$ cat config.mk
export PLATFORM = sky130hd
export DESIGN_NAME = fetch_unit
export DESIGN_NICKNAME = d
export VERILOG_FILES = /design/src/rtl/cpu_types_pkg.sv /design/src/rtl/fetch_unit.sv
export SDC_FILE = /design/constraint.sdc
export NUM_CORES = 1
export LEC_CHECK = 0
export BUFFER_PORTS_ARGS = -buffer_cell sky130_fd_sc_hd__buf_2
export CAP_MARGIN = 20
export CORE_MARGIN = 3
export CORE_UTILIZATION = 50
export CTS_CLUSTER_SIZE = 24
export DETAILED_ROUTE_END_ITERATION = 10
export MAX_ROUTING_LAYER = met4
export PLACE_DENSITY = 0.81
export SYNTH_ARGS = -nofsm -noshare
export SYNTH_HDL_FRONTEND = slang
export SYNTH_SLANG_ARGS = --single-unit
$ cat constraint.sdc
create_clock -name CLK -period 2.5 [get_ports CLK]
set_input_delay 0.75 -clock CLK [delete_from_list [all_inputs] [get_ports CLK]]
set_output_delay 0.75 -clock CLK [all_outputs]
set_load 0.02 [all_outputs]
$ cat src/rtl/cpu_types_pkg.sv
// Shared CPU datapath types: machine word and instruction-fetch state encoding.
package cpu_types_pkg;

  typedef logic [31:0] word_t;

  typedef enum logic {
    RUN    = 1'b0,
    HALTED = 1'b1
  } fetch_state_t;

  localparam word_t WORD_MAX = 32'hFFFF_FFFF;

endpackage

$ cat src/rtl/fetch_unit.sv
// Instruction fetch stage: owns the PC, a pending-redirect slot for redirects
// that arrive while the hazard unit is stalling, the RUN/HALTED state and a
// saturating count of valid fetches.
module fetch_unit
  import cpu_types_pkg::*;
#(
  parameter word_t PC_INIT = 32'h0000_0000
) (
  input  logic        CLK,
  input  logic        nRST,
  input  logic        ihit,
  input  logic [31:0] imemload,
  input  logic        stall,
  input  logic        redirect,
  input  logic [31:0] redirect_pc,
  input  logic        halt,
  output logic        imemREN,
  output logic [31:0] imemaddr,
  output logic [31:0] instr_out,
  output logic [31:0] pcp4_out,
  output logic        fetch_valid,
  output logic        flush_out,
  output logic [31:0] fetch_count
);

  fetch_state_t state;
  word_t        pc;
  word_t        pend_pc;
  logic         pend_valid;
  word_t        count;
  logic         run;
  logic         redir_eff;

  // Branch targets are always word aligned; low bits from the ALU are dropped.
  function automatic word_t align_word(input word_t addr);
    return {addr[31:2], 2'b00};
  endfunction

  // Counter increment that sticks at the all-ones value instead of wrapping.
  function automatic word_t sat_inc(input word_t value);
    return (value == WORD_MAX) ? value : value + 32'd1;
  endfunction

  // Decode of the current-cycle fetch qualification and flush request.
  always_comb begin
    run         = (state == RUN);
    redir_eff   = redirect | (pend_valid & ~stall);
    fetch_valid = run & ihit & ~stall & ~halt & ~redir_eff;
    flush_out   = run & redir_eff & ~halt;
  end

  assign imemREN   = run;
  assign imemaddr  = pc;
  assign instr_out = imemload;
  assign pcp4_out  = pc + 32'd4;
  assign fetch_count = count;

  // PC / pending-redirect / state update, highest-priority event first.
  always_ff @(posedge CLK or negedge nRST) begin
    if (!nRST) begin
      state      <= RUN;
      pc         <= PC_INIT;
      pend_pc    <= '0;
      pend_valid <= 1'b0;
    end else if (state == RUN) begin
      if (halt) begin
        state <= HALTED;
      end else if (redirect && stall) begin
        // Last redirect seen during a stall wins; pc waits for the stall to drop.
        pend_pc    <= align_word(redirect_pc);
        pend_valid <= 1'b1;
      end else if (redirect) begin
        pc         <= align_word(redirect_pc);
        pend_valid <= 1'b0;
      end else if (pend_valid && !stall) begin
        pc         <= pend_pc;
        pend_valid <= 1'b0;
      end else if (ihit && !stall) begin
        pc <= pc + 32'd4;
      end
    end
  end

  // Count every cycle that hands a real instruction to IF/ID.
  always_ff @(posedge CLK or negedge nRST) begin
    if (!nRST) begin
      count <= '0;
    end else if (fetch_valid) begin
      count <= sat_inc(count);
    end
  end

endmodule

Yosys cells after proc, flatten, opt, wreduce, memory -nomap -nowiden. Index checks and enable logic that the tools add are counted.

Bits in registers: 96. Latch bits: 0. Bits in writable memories: 0. Bits in read-only memories: 0. Output and inout port bits: 131. Logic and storage cells: 40. Memories kept: 0.

Add/subtract/negate cells: 2. Multiply operators: 0. Div/mod/pow operators: 0. Magnitude comparators: 0. Equal/unequal tests: 1. Shift-type cells: 0. Multiplexer cells: 8. Bitwise gates (word level): 14. Reduce and logical (&&, ||, !) cells: 10.

Operators by type and width (count): $mux 32 (3); $add 32x1->32 const B (1); $add 32x3->32 const B (1); $eq 32x32->1 const B (1); $and 1x1->1 (7); $not 1->1 (6); $reduce_and 3->1 (2); $reduce_bool 3->1 (2); $mux 1 (5); $reduce_and 4->1 (1); $logic_and 1x1->1 (3); $reduce_and 2->1 (1); $logic_not 1->1 (1); $or 1x1->1 (1).

Depth between registers and ports, before layout. Gate-level depths: netlist (run 1).

Depth in word-level cells: 6. Gate-level depth with buffers: 7. Gate-level depth less buffers: 6.

Worst setup path after synthesis (run 1). Ideal clock, no wire load.

Path type: register to output. From: reg pc[2] (netlist: imemaddr[2]). To: out pcp4_out[30]. Arrival: 2.051 ns. Data required time: 1.750 ns. Slack: -0.301 ns. Stages on the path, launching flop included: 6. Path buffers: 0. Cells stage by stage: dfrtp_1 -> ha_1 -> nand4_1 -> or3_4 -> or3_4 -> xnor2_1.

Word-level cells in the longest chain between the ends: 1.

RTL lines: start: declaration (RTL line fetch_unit.sv:27) `word_t pc;`; start signal: assignment (RTL line fetch_unit.sv:73) `pc <= align_word(redirect_pc);`; start signal: assignment (RTL line fetch_unit.sv:76) `pc <= pend_pc;`; start signal: assignment (RTL line fetch_unit.sv:79) `pc <= pc + 32'd4;`; $add 32x3->32 (RTL line fetch_unit.sv:55) `assign pcp4_out = pc + 32'd4;`; end: declaration (RTL line fetch_unit.sv:20) `output logic [31:0] pcp4_out,`.

No other way between the ends.

Final worst setup path (run 1).
From: reg pc[7] (netlist: imemaddr[7]). To: out pcp4_out[30].

The elaborated chain is that of the path after synthesis.

==> results of run 1 <==
placed cells by master (no fill, tap or decap), types with 4 or more instances in the layout:
master / count
o22ai_1: 6
xnor2_2: 15
and3_1: 21
nor2_1: 35
xnor2_1: 23
nor3_4: 5
dfrtp_1: 83
dfrtp_2: 11
clkbuf_8: 11
xor2_1: 12
or3_1: 9
a221oi_1: 5
a31oi_1: 5
nand3_1: 18
nand3_4: 6
nor4_4: 4
buf_6: 20
a21oi_1: 35
xor2_2: 5
conb_1: 4
inv_1: 16
buf_4: 103
nand2_1: 40
nand4_1: 19
nor3_1: 8
buf_2: 104
o31a_1: 8
o2bb2ai_1: 4
mux2_2: 32
o21ai_0: 31
cell type report:
class,instances,area [um2],share of cell area
well taps,136,170,0.0225
flip-flops and latches,94,2370,0.313
clock inverters,5,105,0.0139
multi-input cells,406,3110,0.411
inverters,17,63.8,0.00844
repair buffers,231,1590,0.211
clock buffers,11,151,0.0200
worst register-to-register path, delay by kind of cell, from the launching register on:
kind                   cells  cell delay [ps]
AO/OA/AOI/OAI              3              570
buffers and inverters      4              590
flip-flops                 1              410
AND/OR/NAND/NOR            2              430
worst max-delay path by stage:
stage | from | end
after floorplan | imemaddr[2]$_DFFE_PN0P_ | pcp4_out[30]
after global placement | imemaddr[2]$_DFFE_PN0P_ | pcp4_out[30]
after detailed placement | imemaddr[2]$_DFFE_PN0P_ | pcp4_out[30]
after CTS | imemaddr[2]$_DFFE_PN0P_ | pcp4_out[30]
after global routing | imemaddr[18]$_DFFE_PN0P_ | pcp4_out[27]
final | imemaddr[7]$_DFFE_PN0P_ | pcp4_out[30]
power groups by stage:
stage / registers (W) / clock network, W / logic [W]
floorplan: 0.00174 / 0 / 0.000359
global placement: 0.00167 / 0 / 0.000621
detailed placement: 0.00168 / 0 / 0.000638
CTS: 0.00165 / 0.00130 / 0.000680
global route: 0.00166 / 0.00136 / 0.000760
finish: 0.00165 / 0.00128 / 0.000715
per-layer routing:
metal,vias up,share of wire
met2,338,0.50
met3,59,0.086
li1,2384,-
met4,0,0.029
met5,-,0
met1,2644,0.38
kinds of logic (layout without fill, tap and decap cells):
logic type,count (synthesis),in the layout,synth area share
AOI/OAI and AO/OA,112,112,0.129
muxes,32,32,0.0655
adders and majority gates,2,2,0.00455
other,1,4,0.000682
buffers and inverters,77,264,0.0864
DFF,94,94,0.428
and+or+nand+nor,200,200,0.197
xor gates and xnor gates,56,56,0.0892
through the flow:
stage               total power (W)  instance area [um2]  utilization  setup slack, ps  instances
floorplan                   0.00210                 5640            -            -51.4        577
global placement            0.00229                 6570        0.625             28.1        848
detailed placement          0.00231                 6570        0.625            -7.40        848
CTS                         0.00362                 7330        0.698             -374        884
global route                0.00378                 7560        0.719             -463        900
finish                      0.00365                 7560        0.719             -404        900
registers in the layout, summed over array words and instances, names as in the netlist:
name	count
imemaddr	30
pend_pc	30
state	1
fetch_count	32
pend_valid	1
repair_timing:
| item | in CTS | in global routing |
|---|---|---|
| pin swaps | 27 | 17 |
| resized for setup | 80 | 21 |
| gates cloned | 1 | 0 |
| setup endpoints to repair | 25 | 25 |
| setup buffers | 19 | 16 |
==> impl_metrics.ini, run 1 <==
[timing]
holdWs_ps = 300
grt_setup_unrepaired = true
period_needed_ps = 2900
max-slew-margin-rel = 0.515
tightestPinTransition_ps = 728
report.final.hold_viol_count = 0
timing.setup.tns_ps = -6360
max_slew_violations = 0
postLayoutSetupSlackWorst_ps = -404
setup_viol = 24
finalClockSkew_ps = 14.7
final.period_utilization = 1.16
fmax_mhz = 344

[detailed_routing]
drcViolationCount = 0
drt-wirelength-per-cell_um = 19.5
detailedRoute.firstPassIterationCount = 5
route.vias.total = 5425
viasPerCell = 6.03
post_drt_antenna_nets = 0
drt_iter0_markers = 503
postRouteWirelength_mm = 17.6

[layout]
syn_to_final_growth_pct = 37.4
fillCellCount = 728
fin_nets = 831
post_route_cells_drive_above_1_share = 0.467
antennaDiodeCount = 0

[synth]
ys.warnings.count = 0
synth_top_cells_by_area = dfrtp_1 (43%), mux2_2 (6.5%), xnor2_1 (6.2%)
netlist_top_cells_count = dfrtp_1 (94), nand2_1 (45), xnor2_1 (39)
synth_cells = 574
ys_ff_latch = 94
synth_area_um2 = 5500
post_synthesis_average_cell_area_um2 = 9.58
synth-main-ff-cell = dfrtp_1
area_fraction_of_the_dominant_cell_type_after_synthesis = 0.428
synth.most_common_cell = dfrtp_1
synth_top_cell_by_area = dfrtp_1
ys_types = 60
synth.yosys.seq_area_share = 0.428
async_reset_ff_frac = 1.00
synth_edf_count = 0

[floorplanning]
initial_utilization = 0.524
floorplan.die.height_um = 111
fp-row-count = 37
die_x_um = 111
fp.dieArea_um2 = 12300
placeableCoreArea_um2 = 10500
design.portCount = 201

[clock_network]
tritoncts.num_buffers = 9
clock-root-buffer = clkbuf_8
cts_tree = built
cts_buffer_depth = 2
h-tree-depth = 3
worst_skew_pair.late_latency_ps = 380
numClockSinks = 94
holdBufCountCts = 0
clkTransAtPathRegs_ps = 90

[pwr]
p_sw_w = 0.00104
power_internal_w = 0.00260
peakVddDrop_uv = 268
share_seq_of_total_power = 0.453
power.combinational.fraction = 0.196
switching_power_as_a_share_of_total_power = 0.286
total_leakage_power_nw = 3.76
clock_power_share = 0.351
powerDensity_nw_per_um2 = 483

[critical_path]
cp_max_fo = 6
slowest_delay_ps = 470
critPathLaunchType = flip-flop
required_ps = 1750
timing.reg2reg.setup_slack_ps = 370
path_buf_inv = 1
rr_startpoint = imemaddr[7]$_DFFE_PN0P_
critical_path.endpoint_type = output pin
critical_path.reg2reg.endpoint = imemaddr[20]$_DFFE_PN0P_
crit_type = flip-flop to output pin
critical-path-top-delay-family = simple AND/OR/NAND/NOR gates
crit_cells = 5
reg2regPathDepth = 9
cp_common_cell = or3_4
crit_arrival_ps = 2150
path_cells = nand4_4 -> or3_4 -> or3_4 -> xnor2_4 -> buf_6
cp_slowest_cell = or3_4

[placed_design]
placement.io_buffers = 130
weighted_congestion_at_the_end_of_routability_driven_global_placement = 0.884
post-dp-hpwl_mm = 11.0

[global_route]
grt_max_degree = 43
grt_first_pass_wirelength_mm = 26.4
gr-usage-met3 = 0.0540
globalRouteOverflowTotal = 0
antenna_found_initial = 0
first_global_vias = 5300
global_route.usage.met1 = 0.318
gr-usage-met2 = 0.446
grt_most_used_layer = met2
global_route.usage.total = 0.269

[outcome]
status = finished, violations left
failing_checks = setup timing

[flow_run]
cap_viol_max_count = 0

[hold_path]
worstHoldPathType = input port to asynchronous set/reset pin
No activity file was read; power rests on OpenSTA's default activity.
==> run 2, diff against run 1 <==
CORE_UTILIZATION = 54   (was 50)
PLACE_DENSITY = 0.86   (was 0.81)
clock period = 3.5 ns   (was 2.5 ns; I/O delays follow)
==> run 2 against run 1 <==
Against the previous run: the run now ends clean; flip-flop and latch count stayed put; routed wire length is 16% lower; cell count is 9.7% lower; total power is 37% lower; die area is 7.0% lower; sequential share of layout area is 6.1 points higher; critical path depth stayed put; first-iteration DRC count is 44% lower; critical path type unchanged; largest power group unchanged.
==> impl_metrics.ini, run 2 (synthesized netlist as in run 1, its figures left out) <==
[layout]
final_design_area_no_fill_um2 = 6300
post_route_cells_drive_above_1_share = 0.325
largest_reg_flops = 32
mostFrequentLayoutCells = buf_2 (129), dfrtp_1 (93), nand2_1 (44)
syn_to_final_growth_pct = 14.5
fin_nets = 747
utilization = 0.642
layout_commonest_cell = buf_2
antennaDiodeCount = 0
fin_cells = 813

[clock_network]
tritoncts.num_buffers = 9
worst_skew_pair.late_latency_ps = 380
holdBufCountCts = 0
cts_tree = built
numClockSinks = 94
cts_buffer_depth = 2
clock-root-buffer = clkbuf_8
h-tree-depth = 3
clkTransAtPathRegs_ps = 90

[critical_path]
setup.worst_path.start = imemaddr[7]$_DFFE_PN0P_
critical_path.endpoint_type = output pin
critical-path-top-delay-family = simple AND/OR/NAND/NOR gates
slowest_delay_ps = 580
critical_path.reg2reg.endpoint = fetch_count[1]$_DFFE_PN0P_
path_buf_inv = 1
path_cells = nand4_4 -> or4_4 -> nor4_4 -> xor2_1 -> buf_2
cp_slowest_cell = or4_4
cp_max_fo = 8
capture_point_of_the_critical_path = pcp4_out[25]
reg2regPathDepth = 5
crit_cells = 5
crit_arrival_ps = 2370
crit_type = flip-flop to output pin
timing.reg2reg.setup_slack_ps = 1200
rr_startpoint = fetch_count[0]$_DFFE_PN0P_
required_ps = 2450
critPathLaunchType = flip-flop

[global_route]
antenna_found_initial = 0
globalRouteOverflowTotal = 0
global_route.usage.total = 0.265
grt_first_pass_wirelength_mm = 23.5
first_global_vias = 4657
grt_max_degree = 52

[timing]
fmax_mhz = 293
tightestPinTransition_ps = 812
postLayoutSetupSlackWorst_ps = 84.7
report.final.hold_viol_count = 0
finalClockSkew_ps = 10.2
final.period_utilization = 0.976
max_slew_violations = 0
period_needed_ps = 3420
max-slew-margin-rel = 0.456
setup_viol = 0

[pwr]
switching_power_as_a_share_of_total_power = 0.299
peakVddDrop_uv = 193
clock_power_share = 0.320
p_sw_w = 0.000690
power.combinational.fraction = 0.160
share_seq_of_total_power = 0.520
powerDensity_nw_per_um2 = 366
power.total_w = 0.00231
power_internal_w = 0.00162
total_leakage_power_nw = 3.06

[placed_design]
dpl-instance-area_um2 = 6050
post-dp-hpwl_mm = 10.2
weighted_congestion_at_the_end_of_routability_driven_global_placement = 0.879
dp_cells = 794
placement.io_buffers = 130
pre_cts_slack_ps = 397

[floorplanning]
fp-row-count = 36
die_x_um = 107
design.portCount = 201
floorplan.die.height_um = 107
fp.dieArea_um2 = 11400
initial_utilization = 0.560
placeableCoreArea_um2 = 9820

[detailed_routing]
drt_iter0_markers = 282
detailedRoute.firstPassIterationCount = 5
drt-wirelength-per-cell_um = 18.2
viasPerCell = 6.07
drcViolationCount = 0
post_drt_antenna_nets = 0
route.vias.total = 4937
postRouteWirelength_mm = 14.8

[outcome]
status = finished, final reports clean

[flow_run]
cap_viol_max_count = 0

[hold_path]
worstHoldPathType = flip-flop to flip-flop
## run 2: changes by cell type in the layout (fill, tap and decap cells not counted), sizes merged
cell | previous run | this run
clkinvlp | 2 | 1
bufinv | 3 | 1
clkbuf | 11 | 10
clkinv | 1 | 5
buf | 231 | 147
## run 2: worst min path at each step
stage / start / to / slack, ps / cells past startpoint
5_1_grt: pend_pc[17]$_DFFE_PN0P_ / pend_pc[17]$_DFFE_PN0P_ / 520 / 1
6_report: pend_pc[14]$_DFFE_PN0P_ / pend_pc[14]$_DFFE_PN0P_ / 510 / 1
3_5_place_dp: pend_pc[17]$_DFFE_PN0P_ / pend_pc[17]$_DFFE_PN0P_ / 490 / 1
3_3_place_gp: pend_pc[17]$_DFFE_PN0P_ / pend_pc[17]$_DFFE_PN0P_ / 480 / 1
2_1_floorplan: pend_pc[30]$_DFFE_PN0P_ / pend_pc[30]$_DFFE_PN0P_ / 470 / 1
4_1_cts: pend_pc[17]$_DFFE_PN0P_ / pend_pc[17]$_DFFE_PN0P_ / 510 / 1
## run 2: layout make-up
type	count	area, um2
fillers	807	3520
clock buffers	10	138
repair buffers	147	793
inverters	17	63.8
clock inverters	6	61.3
multi-input cells	406	2730
well taps	133	166
flip-flops and latches	94	2350
## run 2: layer usage
| metal | up-vias | share of wire | track usage |
|---|---|---|---|
| met5 | - | 0 | - |
| li1 | 2212 | - | - |
| met2 | 286 | 0.49 | 0.435 |
| met3 | 27 | 0.086 | 0.0433 |
| met1 | 2412 | 0.40 | 0.334 |
| met4 | 0 | 0.020 | 0.0968 |
## run 2: what timing repair did
| item | 4_1_cts | 5_1_grt |
|---|---|---|
| setup endpoints to repair | 2 | 8 |
| pin swaps | 0 | 1 |
| setup buffers | 0 | 3 |
| gates resized for setup | 3 | 3 |
## run 2: worst reg2reg max path, delay by kind of cell (launching register included)
family / cells / cell delay, ps
simple gates: 2 / 760
compound gates: 1 / 420
fa+ha+maj: 1 / 230
flops: 1 / 410
mux: 1 / 380
## run 2: through the flow
step,hold slack [ps],setup TNS (ps)
floorplan,472,0
global placement,480,0
detailed placement,489,0
CTS,509,0
global route,519,-2.65
finish,506,0
## run 2: power by group through the flow
stage / Sequential [W] / Clock, W / Combinational, W
after detailed placement: 0.00122 / 0 / 0.000368
after global placement: 0.00121 / 0 / 0.000357
after CTS: 0.00120 / 0.000755 / 0.000370
after global routing: 0.00121 / 0.000800 / 0.000402
after floorplan: 0.00124 / 0 / 0.000248
final: 0.00120 / 0.000738 / 0.000370
==> run 3, diff against run 2 <==
CELL_PAD_IN_SITES_DETAIL_PLACEMENT = 1   (was unset)
CELL_PAD_IN_SITES_GLOBAL_PLACEMENT = 2   (was unset)
CORE_UTILIZATION = 32   (was 54)
PLACE_DENSITY = unset   (was 0.86)
PLACE_DENSITY_LB_ADDON = 0.1   (was unset)
==> run 3 against run 2 <==
Against the previous run: first-iteration DRC count fell by 23%; critical endpoint unchanged; sequential power is essentially flat; clock skew down 3.3 ps; flip-flop and latch count stayed put; clock power up 53%.
==> impl_metrics.ini, run 3 (synthesized netlist as in run 1, its figures left out) <==
[floorplanning]
die_x_um = 137
design.portCount = 201
placeableCoreArea_um2 = 16700
initial_utilization = 0.329
fp.dieArea_um2 = 18800
fp-row-count = 47
floorplan.die.height_um = 137

[outcome]
status = finished, final reports clean

[critical_path]
critical_path.endpoint_type = output pin
path_cells = nand4_4 -> or4_4 -> nor4_4 -> xor2_1 -> buf_2
cp_slowest_cell = or4_4
crit_type = flip-flop to output pin
slowest_delay_ps = 580
critPathLaunchType = flip-flop
cp_max_fo = 7
required_ps = 2450
crit_arrival_ps = 2320

[layout]
mostFrequentLayoutCells = buf_2 (129), dfrtp_1 (92), nand2_1 (45)
utilization = 0.393
fillCellCount = 1968
seqCellArea_um2 = 2350
fin_nets = 750
largest_reg_flops = 32
multiInputGateArea_um2 = 2720
syn_to_final_growth_pct = 19.4
post_route_cells_drive_above_1_share = 0.328
layout_commonest_cell = buf_2

[clock_network]
numClockSinks = 94
clkTransAtPathRegs_ps = 70
cts_tree = built
cts_buffer_depth = 2
tritoncts.num_buffers = 9
clock-root-buffer = clkbuf_16
holdBufCountCts = 0
worst_skew_pair.late_latency_ps = 340
h-tree-depth = 3

[detailed_routing]
postRouteWirelength_mm = 17.2
post_drt_antenna_nets = 0
route.vias.total = 4740
detailedRoute.firstPassIterationCount = 4
drcViolationCount = 0
viasPerCell = 5.24
drt-wirelength-per-cell_um = 19.0
drt_iter0_markers = 216

[timing]
setup_viol = 0
finalClockSkew_ps = 6.87
report.final.hold_viol_count = 0
period_needed_ps = 3370
final.period_utilization = 0.964
timing.setup.tns_ps = 0
grt_setup_unrepaired = false
max-slew-margin-rel = 0.491
max_slew_violations = 0
tightestPinTransition_ps = 763
holdWs_ps = 501
fmax_mhz = 296

[global_route]
antenna_found_initial = 1
global_route.usage.met1 = 0.246
grt_most_used_layer = met2
first_global_vias = 5031
grt_max_degree = 49
globalRouteOverflowTotal = 0
gr-usage-met3 = 0.0313
global_route.usage.total = 0.193
grt_first_pass_wirelength_mm = 27.4
gr-usage-met2 = 0.314

[pwr]
power.total_w = 0.00271
total_leakage_power_nw = 3.13
powerDensity_nw_per_um2 = 413
peakVddDrop_uv = 206

[placed_design]
weighted_congestion_at_the_end_of_routability_driven_global_placement = 0.795
placement.io_buffers = 130
post-dp-hpwl_mm = 12.2

[hold_path]
worstHoldPathType = flip-flop to flip-flop

[flow_run]
cap_viol_max_count = 0
## run 3: changes by cell type in the layout (fill, tap and decap cells not counted), moves of 2 or more
cell	previous run	this run
clkbuf_8	10	0
clkbuf_16	0	9
buf_4	17	20
bufinv_16	1	3
## run 3: final cells by class
class                   instances  area share
clock inverters                 7      0.0171
diodes                          1    0.000381
repair buffers                150       0.124
inverters                      17     0.00971
flip-flops and latches         94       0.358
well taps                     220      0.0419
clock buffers                   9      0.0343
multi-input cells             406       0.414
## run 3: worst max-delay path: cells and delay by family, from the launching register on
family,cells,cell delay [ps]
and+or+nand+nor,3,1080
buffers and inverters,1,200
xor gates and xnor gates,1,210
DFF,1,500
## run 3: timing repair
| item | in CTS | in global routing |
|---|---|---|
| setup endpoints to repair | 2 | 2 |
| resized for setup | 3 | 3 |
| buffers inserted | 0 | 0 |
## run 3: power breakdown
part	switching, W	total, W	internal (W)
sequential	0.0000634	0.00120	0.00114
clock	0.000434	0.00113	0.000695
combinational	0.000244	0.000383	0.000139
## run 3: through the flow
step	instances	worst slack, ps	area (um2)
2_1_floorplan	577	399	5510
3_3_place_gp	887	340	6200
3_5_place_dp	887	298	6200
4_1_cts	903	71.2	6560
5_1_grt	904	4.55	6570
6_report	904	126	6570
## run 3: worst paths after layout
path	to	cells after the start	startpoint	slack, ps
setup / recovery	pcp4_out[25]	5	imemaddr[8]$_DFFE_PN0P_	130
hold / removal	pend_pc[28]$_DFFE_PN0P_	1	pend_pc[28]$_DFFE_PN0P_	500
setup reg to reg	fetch_count[1]$_DFFE_PN0P_	5	fetch_count[0]$_DFFE_PN0P_	1190
hold reg to reg	pend_pc[28]$_DFFE_PN0P_	1	pend_pc[28]$_DFFE_PN0P_	500
max in group asynchronous	imemaddr[2]$_DFFE_PN0P_	2	nRST	2200
min in group asynchronous	pend_pc[12]$_DFFE_PN0P_	1	nRST	640
## run 3: routing by layer
layer	up-vias	wire length (um)	part of all wire
met5	-	0	0
met4	0	204	0.012
met3	18	693	0.040
met2	114	8500	0.49
met1	2386	7770	0.45
li1	2222	-	-
